File: src/rtl/sub_seq_nbit.sv
// Multi-cycle subtractor d = a - b - bin, DIGIT bits per clock, with valid/ready handshakes.
// Optional macro SUB_SAT_EN: saturate d to the signed limit on overflow.
module sub_seq_nbit #(
    parameter int WIDTH = 8,
    parameter int DIGIT = 1
) (
    input  logic             clk,
    input  logic             rst_n,
    input  logic             in_valid,
    output logic             in_ready,
    input  logic [WIDTH-1:0] a,
    input  logic [WIDTH-1:0] b,
    input  logic             bin,
    output logic             out_valid,
    input  logic             out_ready,
    output logic [WIDTH-1:0] d,
    output logic             bout,
    output logic             ovf,
    output logic             zero
);
    localparam int STEPS = WIDTH / DIGIT;
    localparam int CW    = (STEPS > 1) ? $clog2(STEPS) : 1;

    typedef enum logic [1:0] {IDLE, RUN, DONE} state_t;

    state_t           state, state_next;
    logic [WIDTH-1:0] a_sh, b_sh, r_sh;
    logic [WIDTH-1:0] r_next, d_fin;
    logic             borrow;
    logic [CW-1:0]    cnt;
    logic             a_msb, b_msb;
    logic [DIGIT:0]   diff;
    logic             last;
    logic             ovf_fin;

    assign in_ready  = (state == IDLE);
    assign out_valid = (state == DONE);
    assign last      = (cnt == CW'(STEPS - 1));

    // The extra top bit of diff is the borrow out of this digit.
    assign diff    = {1'b0, a_sh[DIGIT-1:0]} - {1'b0, b_sh[DIGIT-1:0]} - (DIGIT+1)'(borrow);
    assign r_next  = (r_sh >> DIGIT) | (WIDTH'(diff[DIGIT-1:0]) << (WIDTH - DIGIT));
    assign ovf_fin = (a_msb ^ b_msb) & (a_msb ^ r_next[WIDTH-1]);

`ifdef SUB_SAT_EN
    assign d_fin = !ovf_fin ? r_next :
                   a_msb    ? {1'b1, {(WIDTH-1){1'b0}}} : {1'b0, {(WIDTH-1){1'b1}}};
`else
    assign d_fin = r_next;
`endif

    always_ff @(posedge clk or negedge rst_n) begin
        if (!rst_n) state <= IDLE;
        else        state <= state_next;
    end

    // NOTE: every signal assigned in always_comb gets a default first, so no latch is inferred.
    always_comb begin
        state_next = state;
        case (state)
            IDLE:    if (in_valid)  state_next = RUN;
            RUN:     if (last)      state_next = DONE;
            DONE:    if (out_ready) state_next = IDLE;
            default:                state_next = IDLE;
        endcase
    end

    // NOTE: sequential state uses non-blocking assignments so all registers update together at the edge.
    always_ff @(posedge clk or negedge rst_n) begin
        if (!rst_n) begin
            a_sh   <= '0;
            b_sh   <= '0;
            r_sh   <= '0;
            borrow <= 1'b0;
            cnt    <= '0;
            a_msb  <= 1'b0;
            b_msb  <= 1'b0;
            d      <= '0;
            bout   <= 1'b0;
            ovf    <= 1'b0;
            zero   <= 1'b0;
        end else begin
            case (state)
                IDLE: if (in_valid) begin
                    a_sh   <= a;
                    b_sh   <= b;
                    r_sh   <= '0;
                    borrow <= bin;
                    cnt    <= '0;
                    a_msb  <= a[WIDTH-1];
                    b_msb  <= b[WIDTH-1];
                end
                RUN: begin
                    a_sh   <= a_sh >> DIGIT;
                    b_sh   <= b_sh >> DIGIT;
                    r_sh   <= r_next;
                    borrow <= diff[DIGIT];
                    cnt    <= cnt + 1'b1;
                    // Result flags are visible only from DONE onward and held until the next run ends.
                    if (last) begin
                        d    <= d_fin;
                        bout <= diff[DIGIT];
                        ovf  <= ovf_fin;
                        zero <= (d_fin == '0);
                    end
                end
                default: ;
            endcase
        end
    end
endmodule

File: config.mk
export PLATFORM = sky130hd
export DESIGN_NAME = sub_seq_nbit
export DESIGN_NICKNAME = d
export VERILOG_FILES = /design/src/rtl/sub_seq_nbit.sv
export SDC_FILE = /design/constraint.sdc
export NUM_CORES = 1
export LEC_CHECK = 0
export BUFFER_PORTS_ARGS = -buffer_cell sky130_fd_sc_hd__buf_2
export CORE_MARGIN = 1.5
export CORE_UTILIZATION = 45
export DETAILED_ROUTE_END_ITERATION = 8
export GPL_ROUTABILITY_DRIVEN = 0
export PLACE_DENSITY_LB_ADDON = 0.1
export SETUP_SLACK_MARGIN = 0.5
export SKIP_LAST_GASP = 1
export SYNTH_ARGS = -nofsm -noshare
export SYNTH_HDL_FRONTEND = slang
export SYNTH_SLANG_ARGS = --single-unit
File: constraint.sdc
create_clock -name clk -period 4.1 [get_ports clk]
set_input_delay 0.82 -clock clk [delete_from_list [all_inputs] [get_ports clk]]
set_output_delay 0.82 -clock clk [all_outputs]
set_load 0.01 [all_outputs]
**Word level (Yosys, flattened, before mapping)**

Index checks and enable logic that the tools add are counted.

- Reductions and logical operators: 7
- Bitwise operators: 4
- Equality and inequality tests: 6
- Mux-type cells: 14
- $add $sub $neg: 3

Operators by type and width:

| cell | count |
|---|---|
| 8-bit one-hot mux with 2 select lines | 3 |
| 8-bit two-way mux | 3 |
| 8-bit zero test | 1 |
| 7-bit by 8-bit bitwise OR with 8-bit output | 1 |
| 2-bit two-way mux | 3 |
| 2-bit one-hot mux with 3 select lines | 1 |
| 3-bit one-hot mux with 2 select lines | 1 |
| 2-bit AND reduction | 3 |
| 2-bit inequality test, second input constant | 2 |
| 3-bit by 1-bit adder with 3-bit output, second input constant | 1 |
| 3-bit == test, second input constant | 1 |
| 3-bit two-way mux | 1 |
| 3-bit AND reduction | 1 |
| 2-bit by 1-bit == test with 1-bit output, second input constant | 1 |
| 2-bit == test, second input constant | 1 |
| 2-bit zero test | 1 |
| 2-bit by 1-bit inequality test with 1-bit output, second input constant | 1 |
| 1-bit one-hot mux with 2 select lines | 1 |
| 2-bit nonzero test | 1 |
| 1-bit by 1-bit subtractor with 2-bit output | 1 |
| 2-bit by 1-bit subtractor with 2-bit output | 1 |
| 1-bit bitwise XOR | 2 |
| 1-bit AND | 1 |
| 1-bit two-way mux | 1 |

- Word-level logic and storage cells: 46
- Output and inout bits: 13
- Bits of input ports: 21
- Bits in registers: 43

**Longest topological paths before layout**

Gate-level depths: netlist of run 1.

- Word-level depth: 5
- Depth in mapped cells: 6
- Mapped depth without buffers: 5

**Worst setup path before layout of run 1**

Ideal clock, no wire load.

- Kind: flip-flop to output port
- Start point: register state[0]
- End point: output out_valid
- Arrival time: 0.872 ns
- Cell stages (with the launch flop): 5
- Path slack: 2.408 ns
- Buffers on the path: 2
- Required time: 3.280 ns
- Cells stage by stage: dfrtp_1 -> buf_6 -> buf_2 -> nand2b_1 -> inv_1

- Longest elaborated chain between the ends: 1

RTL lines:

| what | line | RTL |
|---|---|---|
| start: declaration | 26 | `state_t state, state_next;` |
| start signal: assignment | 54 | `else state <= state_next;` |
| 2-bit == test | 37 | `assign out_valid = (state == DONE);` |
| end: declaration | 14 | `output logic out_valid,` |

No other way between the ends.

**Worst setup path after layout of run 1**

Same ends and word-level chain as after synthesis.

==> results of run 1 <==
[synthesized netlist by cell type (all sizes together) (3+ instances only)]
cell type / instances / area [sq um]
nor2: 3 / 11.3
mux2: 10 / 113
dfrtp: 42 / 1050
clkbuf: 3 / 16.3
a22o: 8 / 70.1
a22oi: 15 / 113
buf: 9 / 71.3
nand2: 8 / 30.0
nor2b: 19 / 126
o21ai: 23 / 115
inv: 3 / 11.3
a21oi: 17 / 85.1
[state kept, by name, indices dropped and copies added, names as in the netlist]
| name | flops |
|---|---|
| d | 8 |
| state | 2 |
| bout | 1 |
| a_sh | 8 |
| r_sh | 7 |
| b_sh | 8 |
| cnt | 3 |
| borrow | 1 |
| a_msb | 1 |
| ovf | 1 |
| zero | 1 |
| b_msb | 1 |
[worst min-delay path by stage]
stage	cells past startpoint	start	slack, ns	to
final	2	zero	0.49	zero
after global routing	1	d[5]	0.53	d[5]
after CTS	2	zero	0.50	zero
after detailed placement	2	zero	0.47	zero
after global placement	2	zero	0.47	zero
after floorplan	1	cnt[0]	0.46	cnt[0]
[worst max-delay path, delay by kind of cell, from the launching register on]
family / cells / cell delay, ns
buffers and inverters: 2 / 0.19
DFF: 1 / 0.90
and+or+nand+nor: 1 / 0.23
[cell type report]
| class | count | area (sq um) | area share (%) |
|---|---|---|---|
| Tap cell | 50 | 62.6 | 2.83 |
| Clock buffer | 6 | 72.6 | 3.28 |
| Sequential cell | 42 | 1050 | 47.6 |
| Timing Repair Buffer | 35 | 180 | 8.15 |
| Inverter | 3 | 11.3 | 0.510 |
| Multi-Input combinational cell | 115 | 795 | 36.0 |
| Clock inverter | 2 | 37.5 | 1.70 |
[metal layers]
| layer | vias up | global-route usage (%) | part of all wire, % |
|---|---|---|---|
| met5 | - | 0 | 0 |
| met3 | 4 | 5.84 | 4.2 |
| met1 | 690 | 24.8 | 48 |
| li1 | 674 | - | - |
| met4 | 0 | 8.09 | 1.2 |
| met2 | 26 | 29.2 | 47 |
[stage by stage]
step           setup slack [ns]  cells
6_report                   1.66    253
3_3_place_gp               2.02    245
3_5_place_dp               1.92    245
2_1_floorplan              2.41    172
4_1_cts                    1.65    253
5_1_grt                    1.57    253
[power by group through the flow]
| stage | clock, mW | combinational [mW] | sequential, mW |
|---|---|---|---|
| floorplan | 0 | 0.424 | 0.708 |
| global placement | 0 | 0.517 | 0.743 |
| detailed placement | 0 | 0.536 | 0.755 |
| CTS | 0.341 | 0.537 | 0.748 |
| global route | 0.351 | 0.600 | 0.777 |
| finish | 0.325 | 0.526 | 0.749 |
[kinds of logic after synthesis]
family | synth area share, %
simple gates | 11.5
mux | 6.31
flops | 54.1
fa+ha+maj | 2.32
buf+inv | 5.08
compound gates | 20.7
==> impl_metrics.csv, run 1 <==
group,metric,value,unit
cts,post-cts-setup-buffers,0,
cts,clk_path_buf_depth,2,
worst_setup_path,crit_slowest_cell,"dfrtp_1",
logic_synthesis,synth_edf_count,0,
logic_synthesis,seq_area_frac_synth,54.1,%
layout,finalInstanceArea,0.00221,sq mm
cts,clk_pin_slew,0.08,ns
cts,cts_tree,"done",
timing,drv_slew,0,
outcome,status,"finished clean",
die,start_util,47.6,%
cts,clock-root-buffer,"clkbuf_8",
detailed_routing,drtIter0Drc,60,
placement,io_buffers,33,
worst_setup_path,crit_start,"state[0]",
layout,final_core_util,54.1,%
layout,area_growth,13.6,%
logic_synthesis,async_reset_ff_share,100,%
worst_setup_path,cpPeakStageDelay,0.90,ns
global_routing,grt_pass1_vias,1368,
worst_setup_path,crit_required,3.28,ns
timing,finalSetupTns,0,ns
detailed_routing,first_pass_iters,4,
pwr,pwr-share-comb,32.9,%
global_routing,grt_overflow,0,
die,fp.dieW,68.7,um
pwr,swShare,34.9,%
global_routing,grt_pass1_wl,6440,um
pwr,seq_power_share,46.8,%
pwr,p_clk_share,20.3,%
detailed_routing,drc,0,
detailed_routing,drt-total-wl,3930,um
logic_synthesis,synthesis.area,0.00194,sq mm
worst_setup_path,crit_type,"reg -> out",
global_routing,grt_start_max_net_pins,43,
pwr,p_total,1.60,mW
worst_setup_path,crit_chain,"nand2b_1 -> inv_1 -> buf_2",
logic_synthesis,syn_area_per_cell,11.3,sq um
pwr,power_density,724,mW/mm^2
worst_setup_path,r2r_setup_slack,1.88,ns
timing,rsz0062_at_grt,"no",
logic_synthesis,ys_seq_elements,42,
timing,hold_violations,0,
detailed_routing,drtAntennaViolNets,0,
logic_synthesis,synth_cells,172,
cts,clk_latency,0.30,ns
timing,hold_ws,0.493,ns
timing,clock_skew,0.00659,ns
layout,final_nets,226,
layout,layout_common_cells,"dfrtp_1, buf_2, o21ai_0",
pwr,p_leak,1.04,nW
layout,fillers,372,
pwr,power.switching,0.559,mW
cts,cts.sinks,42,
worst_setup_path,r2r-start,"state[0]",
worst_setup_path,rr_worst_depth,4,
detailed_routing,drt-wirelength-per-cell,15.5,um
flow_run,cap_violations,0,
timing,min_period,2.44,ns
timing,fmax,410,MHz
placement,placed_area,0.00210,sq mm
timing,setup_viol,0,
layout,layout_commonest_cell,"dfrtp_1",
worst_setup_path,path_max_fanout,25,
worst_setup_path,timing.rr.end,"b_sh[1]",
logic_synthesis,yosysWarnings,0,
logic_synthesis,ys_types,27,
worst_setup_path,endpoint,"out_valid",
layout,drive_above_1_share,27.1,%
worst_setup_path,start_kind,"flop",
pwr,peakVddDrop,0.285,mV
cts,cts-resized-gates,0,
die,die_h,68.7,um
pwr,power.internal,1.04,mW
die,die-area,0.00472,sq mm
cts,cts_buffers,5,
worst_setup_path,worst_ep_arrival_time,1.62,ns
logic_synthesis,ys.flop_type,"dfrtp_1",
die,rows,23,
placement,dp_hpwl,2640,um
worst_setup_path,cp-end-kind,"primary output",
detailed_routing,via_count,1394,
min_path,hold_path_class,"reg -> reg",
cts,cts-hold-fix-buffers,0,
die,coreArea,0.00409,sq mm
cts,cts.htree.levels,2,
detailed_routing,avgViaCountPerCell,5.51,
logic_synthesis,syn_nets,196,
global_routing,track_usage,19.0,%
timing,final.period_utilization,59.5,%
global_routing,antenna_found_initial,0,
layout,diodes,0,
timing,timing.slew.headroom,38.8,%
timing,worst_slew_pin_slew,0.918,ns
die,io_pins,34,
No activity file was read; power rests on OpenSTA's default activity.
==> run 2: changes to the inputs <==
==> constraint.sdc (replaced) <==
create_clock -name clk -period 2.1 [get_ports clk]
set_input_delay 0.42 -clock clk [delete_from_list [all_inputs] [get_ports clk]]
set_output_delay 0.42 -clock clk [all_outputs]
set_load 0.01 [all_outputs]
==> impl_metrics.csv, run 2 (synthesized netlist as in run 1, its figures left out) <==
group,metric,value,unit
cts,cts-hold-fix-buffers,0,
detailed_routing,drc,0,
detailed_routing,avgViaCountPerCell,5.49,
pwr,p_clk_share,16.3,%
timing,layout_setup_ws,0.531,ns
global_routing,grt_start_max_net_pins,43,
worst_setup_path,cp-end-kind,"primary output",
timing,hold_ws,0.173,ns
pwr,power.switching,1.13,mW
timing,hold_violations,0,
timing,worst_slew_pin_slew,0.524,ns
worst_setup_path,r2r-start,"cnt[0]",
layout,fillers,373,
worst_setup_path,r2r_setup_slack,0.59,ns
layout,finalInstanceArea,0.00233,sq mm
worst_setup_path,path_max_fanout,5,
layout,stdcell_count,267,
detailed_routing,drtIter0Drc,122,
flow_run,cap_violations,0,
cts,cts_tree,"done",
pwr,p_total,3.17,mW
cts,cts_buffers,5,
cts,clk_path_buf_depth,2,
outcome,status,"finished clean",
cts,clk_pin_slew,0.09,ns
layout,final_nets,240,
cts,clk_latency,0.30,ns
cts,cts.htree.levels,2,
placement,dp_hpwl,2620,um
worst_setup_path,crit_slowest_cell,"dfrtp_2",
worst_setup_path,crit_type,"reg -> out",
timing,min_period,1.57,ns
timing,clock_skew,0.0128,ns
detailed_routing,wl_met3,228,um
timing,finalSetupTns,0,ns
detailed_routing,drt-total-wl,4000,um
pwr,p_leak,1.11,nW
detailed_routing,first_pass_iters,4,
worst_setup_path,crit_required,1.68,ns
placement,io_buffers,33,
timing,drv_slew,0,
global_routing,antenna_found_initial,0,
layout,drive_above_1_share,34.1,%
global_routing,track_usage,18.7,%
pwr,swShare,35.5,%
detailed_routing,drtAntennaViolNets,0,
pwr,peakVddDrop,0.672,mV
die,die_h,68.7,um
placement,pre_cts_slack,0.504,ns
timing,rsz0062_at_grt,"yes",
placement,placed_area,0.00214,sq mm
min_path,hold_path_class,"in -> async",
die,io_pins,34,
detailed_routing,via_count,1465,
placement,dp.cells,250,
worst_setup_path,start_kind,"flop",
global_routing,grt_overflow,0,
layout,area_growth,19.9,%
die,start_util,47.6,%
layout,reg_top3,"a_sh x8, b_sh x8, d x8",
detailed_routing,wl_met1,1940,um
layout,layout_commonest_cell,"dfrtp_1",
pwr,seq_power_share,44.5,%
layout,diodes,0,
timing,final.period_utilization,74.7,%
die,rows,23,
timing,fmax,637,MHz
worst_setup_path,rr_worst_depth,4,
die,coreArea,0.00409,sq mm
timing,setup_viol,0,
layout,final_core_util,57.0,%
pwr,power_density,1360,mW/mm^2
pwr,pwr-share-comb,39.2,%
pwr,power.internal,2.04,mW
worst_setup_path,crit_chain,"buf_4 -> nand2b_1 -> inv_1 -> buf_2",
global_routing,grt_pass1_wl,6440,um
cts,cts.sinks,42,
worst_setup_path,timing.rr.end,"d[6]",
timing,timing.slew.headroom,65.1,%
global_routing,grt_pass1_vias,1341,
cts,clock-root-buffer,"clkbuf_8",
detailed_routing,drt-wirelength-per-cell,15.0,um
worst_setup_path,worst_ep_arrival_time,1.15,ns
detailed_routing,met2_length,1810,um
detailed_routing,top_layer,"met4",
die,die-area,0.00472,sq mm
worst_setup_path,cpPeakStageDelay,0.46,ns
layout,layout_common_cells,"dfrtp_1, buf_2, o21ai_0",
die,fp.dieW,68.7,um
run 2: cell count changes in the layout (fill, tap and decap cells not counted), sizes merged:
| cell | previous run | this run |
|---|---|---|
| clkinv | 0 | 2 |
| buf | 35 | 49 |
| bufinv | 1 | 0 |
| clkbuf | 6 | 5 |
run 2: what timing repair did:
item                       in CTS  in global routing
gates resized for setup         2                  9
setup endpoints to repair       5                  3
pin swaps                       0                  1
buffers inserted                2                  7
run 2: how the worst max path moves through the flow:
| stage | startpoint | to | slack, ns |
|---|---|---|---|
| CTS | state[1] | in_ready | 0.50 |
| detailed placement | state[0] | b_sh[3] | 0.50 |
| floorplan | cnt[0] | bout | 0.58 |
| global placement | state[0] | b_sh[5] | 0.54 |
| finish | state[1] | out_valid | 0.53 |
| global route | cnt[0] | bout | 0.50 |
run 2: worst max-delay path, delay by kind of cell, from the launching register on:
family | cells | cell delay (ns)
buf+inv | 3 | 0.31
flops | 1 | 0.46
simple gates | 1 | 0.08
run 2: layout make-up:
| cell class | instances | area, sq um | share of cell area [%] |
|---|---|---|---|
| Sequential cell | 42 | 1050 | 45.2 |
| Tap cell | 50 | 62.6 | 2.68 |
| Timing Repair Buffer | 49 | 302 | 12.9 |
| Inverter | 3 | 11.3 | 0.483 |
| Multi-Input combinational cell | 115 | 812 | 34.8 |
| Clock buffer | 5 | 68.8 | 2.95 |
| Clock inverter | 3 | 21.3 | 0.913 |
run 2: power groups by stage:
| stage | logic (mW) | registers [mW] | clock network, mW |
|---|---|---|---|
| floorplan | 0.829 | 1.38 | 0 |
| global placement | 1.08 | 1.41 | 0 |
| detailed placement | 1.10 | 1.43 | 0 |
| CTS | 1.15 | 1.40 | 0.532 |
| global route | 1.41 | 1.47 | 0.556 |
| finish | 1.24 | 1.41 | 0.517 |
run 2: per-layer routing:
metal  vias up  GRT usage (%)
li1        706              -
met1       719           27.2
met2        38           27.8
met3         2           4.87
met4         0           5.15
met5         -              0
